[src/rtl/tsg.sv]
`default_nettype none
// ============================================================================
// Module   : tsg
// Brief    : Training-sequence generator; emits one 128-bit TS1/TS2 image per
//            TS period and flags when enough TSs have been sent.
// Revision : 1.0 - initial release
// ============================================================================
module tsg #(
    parameter int TS_PERIOD_G1    = 64,
    parameter int TS_PERIOD_G2    = 32,
    parameter int TX_NUM_POLL_ACT = 1024,
    parameter int TX_NUM_POLL_CFG = 16,
    parameter int TX_NUM_DEFAULT  = 16,
    parameter int CNT_W           = 16
) (
    input  logic         clk,
    input  logic         rst_n,
    input  logic [7:0]   ts_info,
    input  logic         ts_update,
    output logic         ts_update_ack,
    input  logic         ts_stop,
    input  logic         speed,
    output logic         tx_ts_valid,
    output logic [127:0] tx_ts,
    output logic         ts_sent_enough
);

    localparam logic [7:0]       c_com             = 8'hBC;
    localparam logic [7:0]       c_padg12          = 8'hF7;
    localparam logic [7:0]       c_d10_2           = 8'h4A;
    localparam logic [7:0]       c_d5_2            = 8'h45;
    localparam logic [5:0]       c_rate_support    = 6'b000011;
    localparam logic [3:0]       c_st_poll         = 4'h2;
    localparam logic [3:0]       c_sub_poll_active = 4'h1;
    localparam logic [3:0]       c_sub_poll_cfg    = 4'h3;
    localparam logic [7:0]       c_g1_last         = 8'(TS_PERIOD_G1 - 1);
    localparam logic [7:0]       c_g2_last         = 8'(TS_PERIOD_G2 - 1);
    localparam logic [CNT_W-1:0] c_tgt_act         = CNT_W'(TX_NUM_POLL_ACT);
    localparam logic [CNT_W-1:0] c_tgt_cfg         = CNT_W'(TX_NUM_POLL_CFG);
    localparam logic [CNT_W-1:0] c_tgt_def         = CNT_W'(TX_NUM_DEFAULT);
    localparam logic [CNT_W-1:0] c_cnt_one         = CNT_W'(1);
    localparam logic [CNT_W-1:0] c_cnt_max         = '1;

    typedef enum logic [0:0] {
        ST_IDLE = 1'b0,
        ST_SEND = 1'b1
    } state_t;

    state_t           r_state, w_state_nxt;
    logic [7:0]       r_info, w_info_nxt;
    logic [127:0]     r_img, w_img_nxt, w_new_img;
    logic [7:0]       r_tmr, w_tmr_nxt;
    logic [7:0]       r_last, w_last_nxt, w_speed_last;
    logic [CNT_W-1:0] r_cnt, w_cnt_nxt, w_target;
    logic             r_valid, w_valid_nxt;
    logic             r_ack, w_ack_nxt;
    logic             r_enough, w_enough_nxt;
    logic             w_accept, w_is_ts1;
    logic [7:0]       w_fill;

    assign w_accept     = ts_update & ~r_ack & ~ts_stop;
    assign w_speed_last = speed ? c_g2_last : c_g1_last;
    assign w_is_ts1     = (ts_info[3:0] == c_sub_poll_active) || (ts_info[7:4] != c_st_poll);
    assign w_fill       = w_is_ts1 ? c_d10_2 : c_d5_2;
    assign w_new_img    = {c_com, c_padg12, c_padg12, 8'hFF, 2'b00, c_rate_support,
                           8'h00, {10{w_fill}}};

    always_comb begin
        w_target = c_tgt_def;
        if (r_info == {c_st_poll, c_sub_poll_active}) begin
            w_target = c_tgt_act;
        end else if (r_info == {c_st_poll, c_sub_poll_cfg}) begin
            w_target = c_tgt_cfg;
        end
    end

    always_comb begin
        w_state_nxt  = r_state;
        w_info_nxt   = r_info;
        w_img_nxt    = r_img;
        w_tmr_nxt    = r_tmr;
        w_last_nxt   = r_last;
        w_cnt_nxt    = r_cnt;
        w_valid_nxt  = 1'b0;
        w_ack_nxt    = 1'b0;
        w_enough_nxt = r_enough;
        if (w_accept) begin
            // The first TS leaves together with the ack, so it is already counted.
            w_state_nxt  = ST_SEND;
            w_info_nxt   = ts_info;
            w_img_nxt    = w_new_img;
            w_tmr_nxt    = 8'd0;
            w_last_nxt   = w_speed_last;
            w_cnt_nxt    = c_cnt_one;
            w_valid_nxt  = 1'b1;
            w_ack_nxt    = 1'b1;
            w_enough_nxt = 1'b0;
        end else if (r_state == ST_SEND) begin
            if (ts_stop) begin
                w_state_nxt  = ST_IDLE;
                w_tmr_nxt    = 8'd0;
                w_cnt_nxt    = '0;
                w_enough_nxt = 1'b0;
            end else begin
                if (r_cnt >= w_target) begin
                    w_enough_nxt = 1'b1;
                end
                // Period length is only re-sampled at a TS boundary.
                if (r_tmr == r_last) begin
                    w_tmr_nxt   = 8'd0;
                    w_last_nxt  = w_speed_last;
                    w_valid_nxt = 1'b1;
                    if (r_cnt != c_cnt_max) begin
                        w_cnt_nxt = r_cnt + c_cnt_one;
                    end
                end else begin
                    w_tmr_nxt = r_tmr + 8'd1;
                end
            end
        end
    end

    always_ff @(posedge clk or negedge rst_n) begin
        if (!rst_n) begin
            r_state  <= ST_IDLE;
            r_info   <= 8'd0;
            r_img    <= '0;
            r_tmr    <= 8'd0;
            r_last   <= 8'd0;
            r_cnt    <= '0;
            r_valid  <= 1'b0;
            r_ack    <= 1'b0;
            r_enough <= 1'b0;
        end else begin
            r_state  <= w_state_nxt;
            r_info   <= w_info_nxt;
            r_img    <= w_img_nxt;
            r_tmr    <= w_tmr_nxt;
            r_last   <= w_last_nxt;
            r_cnt    <= w_cnt_nxt;
            r_valid  <= w_valid_nxt;
            r_ack    <= w_ack_nxt;
            r_enough <= w_enough_nxt;
        end
    end

    assign ts_update_ack  = r_ack;
    assign tx_ts_valid    = r_valid;
    assign tx_ts          = r_img;
    assign ts_sent_enough = r_enough;

endmodule
`default_nettype wire

[config.mk]
export PLATFORM = sky130hd
export DESIGN_NAME = tsg
export DESIGN_NICKNAME = d
export VERILOG_FILES = /design/src/rtl/tsg.sv
export SDC_FILE = /design/constraint.sdc
export NUM_CORES = 1
export LEC_CHECK = 0
export ABC_AREA = 1
export CORE_ASPECT_RATIO = 0.8
export CORE_MARGIN = 10
export CORE_UTILIZATION = 65
export CTS_CLUSTER_SIZE = 28
export DETAILED_ROUTE_END_ITERATION = 6
export DONT_BUFFER_PORTS = 1
export PLACE_DENSITY = 0.81
export SKIP_CTS_REPAIR_TIMING = 1
export SYNTH_ARGS = -nofsm -noshare
export SYNTH_HDL_FRONTEND = slang
export SYNTH_SLANG_ARGS = --single-unit
[constraint.sdc]
create_clock -name clk -period 1.75 [get_ports clk]
set_input_delay 0.35 -clock clk [delete_from_list [all_inputs] [get_ports clk]]
set_output_delay 0.35 -clock clk [all_outputs]
set_load 0.01 [all_outputs]
==> results.json <==
{
  "status": "finished, violations left",
  "violations": "negative setup slack",
  "worstSetupPathDepth": 0,
  "fin_skew_ns": 0.01101,
  "synth_mux_area_share_pct": 0,
  "cp-startpoint": "tx_ts[78]",
  "mostFrequentLayoutCells": "nand2_1, conb_1, nor2_1",
  "yosysTopAreaCell": "dfrtp_1",
  "synth_area_leaders": "dfrtp_1, buf_4, nand2_1",
  "crit_path_start_kind": "flip-flop",
  "maxSlewHeadroom_pct": 26.34,
  "grt_max_degree": 42,
  "fin_crit_ns": 1.845,
  "cts_buffers": 5,
  "rsz0062_at_grt": "true",
  "synth_edf_count": 0,
  "grt_pass1_vias": 2120,
  "final_common_cell": "nand2_1",
  "worstPathMaxFanout": 40,
  "endpoint": "tx_ts[111]",
  "drt_iter0_drc": 196,
  "io-pin-count": 144,
  "criticalPathCategory": "reg -> out",
  "postRouteAntennaNets": 0,
  "fp.dieH_um": 84.12,
  "setup_violations": 39,
  "finalWirelength_um": 6070,
  "worstPathRequired_ns": 1.40,
  "drive_gt1_share_pct": 10.22,
  "finalHoldViolCount": 0,
  "area_growth_pct": -13.37,
  "drv_slew": 0,
  "clk_pin_slew_ns": 0.08,
  "seq_area_frac_synth_pct": 30.71,
  "min_path_type": "in -> reg",
  "antenna_cells": 0,
  "r2r_end": "ts_sent_enough",
  "min_period_over_period_pct": 105.4,
  "grt_pass1_wl_um": 10040,
  "cts_sinks": 41,
  "core.rowCount": 23,
  "synthArstFlopShare_pct": 100.0,
  "io_buffers": 0,
  "gp_congestion": 0.8737,
  "ys_ff_latch": 41,
  "synthAdderAreaFrac_pct": 1.873,
  "via_per_inst": 4.948,
  "fillers": 445,
  "ir_drop_uv": 405.4,
  "post_synth.cell_area_avg_um2": 7.247,
  "wire_per_inst_um": 13.11,
  "dr.pass1.iters": 4,
  "seq_area_um2": 1032,
  "initial_core_util_pct": 67.10,
  "yosysUniqueCellTypes": 33,
  "htree_levels": 2,
  "ff2ff_setup_slack_ns": 0.05,
  "dr_total_vias": 2291,
  "max_freq_mhz": 542.0,
  "end_kind": "output pin",
  "yosys.area_share.simple_pct": 29.51,
  "die_x_um": 100.2,
  "place_area_um2": 2738,
  "clkLatencyLatePin_ns": 0.30,
  "multi_input_area_um2": 1406,
  "rr_startpoint": "r_info[2]",
  "antenna_found_initial": 0,
  "grt_overflow": 0,
  "arrival_ns": 1.49,
  "power.density_nw_per_um2": 714.6,
  "p_leak_nw": 1.456,
  "tightest_slew_ns": 1.105,
  "timing.final.ws_setup_ns": -0.09488,
  "cts_tree": "yes",
  "grt_use_total_pct": 14.25,
  "drc_errors": 0,
  "synth_top_family_by_area": "buffers and inverters",
  "core_um2": 4979,
  "utilization_pct": 58.13,
  "synth-main-ff-cell": "dfrtp_1",
  "clockBufferDepth": 2,
  "fin_nets": 418,
  "finish.instance_area_um2": 2894,
  "min_path_cells": 1,
  "synth_xor_xnor_area_share_pct": 0.5243,
  "syn-cell-area_um2": 3341,
  "yosys_warnings": 0,
  "power.total_w": 0.002068,
  "r2r_cells": 10,
  "synth_compound_area_share_pct": 4.045,
  "dp_hpwl_um": 4653,
  "cts-root-buf": "clkbuf_8",
  "max-cap-violations": 0,
  "die_area_um2": 8425,
  "synth_top_area_share_pct": 30.71,
  "syn_inst": 461
}
## routing by layer
metal  global-route usage (%)  vias to the layer above  share of wire (%)
met5                        0                        -                  0
met1                    18.67                     1023                 42
met3                    4.884                       12                 11
met2                    21.47                      109                 46
met4                    4.359                        0               0.89
li1                         -                     1147                  -
## synthesized netlist by cell type (2+ instances only)
library cell  instances
dfrtp_1              41
buf_4               125
nand2_2               4
a21oi_1               6
and3_1                4
nand2_1             125
inv_2                 3
xor2_1                2
buf_2                 2
nand3_1              17
inv_1                32
nor2_1               42
nand3_4               2
nor2_4                3
o21ai_0              17
buf_6                 2
nor3_1                5
nand3b_1              2
nand4_1               9
ha_1                  5
## cell type report
cell class / count / area share (%)
clock buffer: 7 / 2.637
sequential: 41 / 35.67
tap: 62 / 2.680
timing repair buffer: 14 / 5.447
inverter: 36 / 4.669
clock inverter: 1 / 0.3026
multi-input combinational: 302 / 48.59
## logic make-up (layout without fill, tap and decap cells)
| group | after synthesis | after routing |
|---|---|---|
| AND/OR/NAND/NOR | 220 | 220 |
| buffers and inverters | 166 | 58 |
| flip-flops | 41 | 41 |
| AO/OA/AOI/OAI | 26 | 26 |
| adder cells (fa/ha/maj) | 5 | 5 |
| XOR/XNOR | 2 | 2 |
| other | 1 | 49 |
## worst min-delay path by stage
| stage | from | end | slack [ns] |
|---|---|---|---|
| global placement | rst_n | r_tmr[2] | 0.06 |
| floorplan | rst_n | r_cnt[0] | 0.05 |
| finish | ts_stop | r_state | 0.12 |
| global route | ts_stop | r_state | 0.11 |
| CTS | rst_n | r_tmr[2] | -0.28 |
| detailed placement | rst_n | r_tmr[1] | 0.06 |
## power by group
group,internal (W),switching (W)
clock,0.000285,0.000325
sequential,0.00101,0.0000645
combinational,0.000112,0.000273
## flip-flops by register name, indices dropped and copies added (netlist names)
name / cells
r_state: 1
ts_update_ack: 1
r_last: 2
tx_ts: 3
ts_sent_enough: 1
r_cnt: 16
tx_ts_valid: 1
r_tmr: 8
r_info: 8
## stage by stage
step                      setup TNS (ns)  std cells  hold slack [ns]  setup WS, ns
after floorplan                        0        509          0.05441        0.2178
after global routing              -8.206        463           0.1105       -0.2092
after CTS                         -4.482        460          -0.2780       -0.1132
after detailed placement        -0.03437        452          0.05619      -0.03437
final                             -3.571        463           0.1217      -0.09488
after global placement                 0        452          0.05623      0.003309
Note: power is estimated with default switching activity, not from simulation.
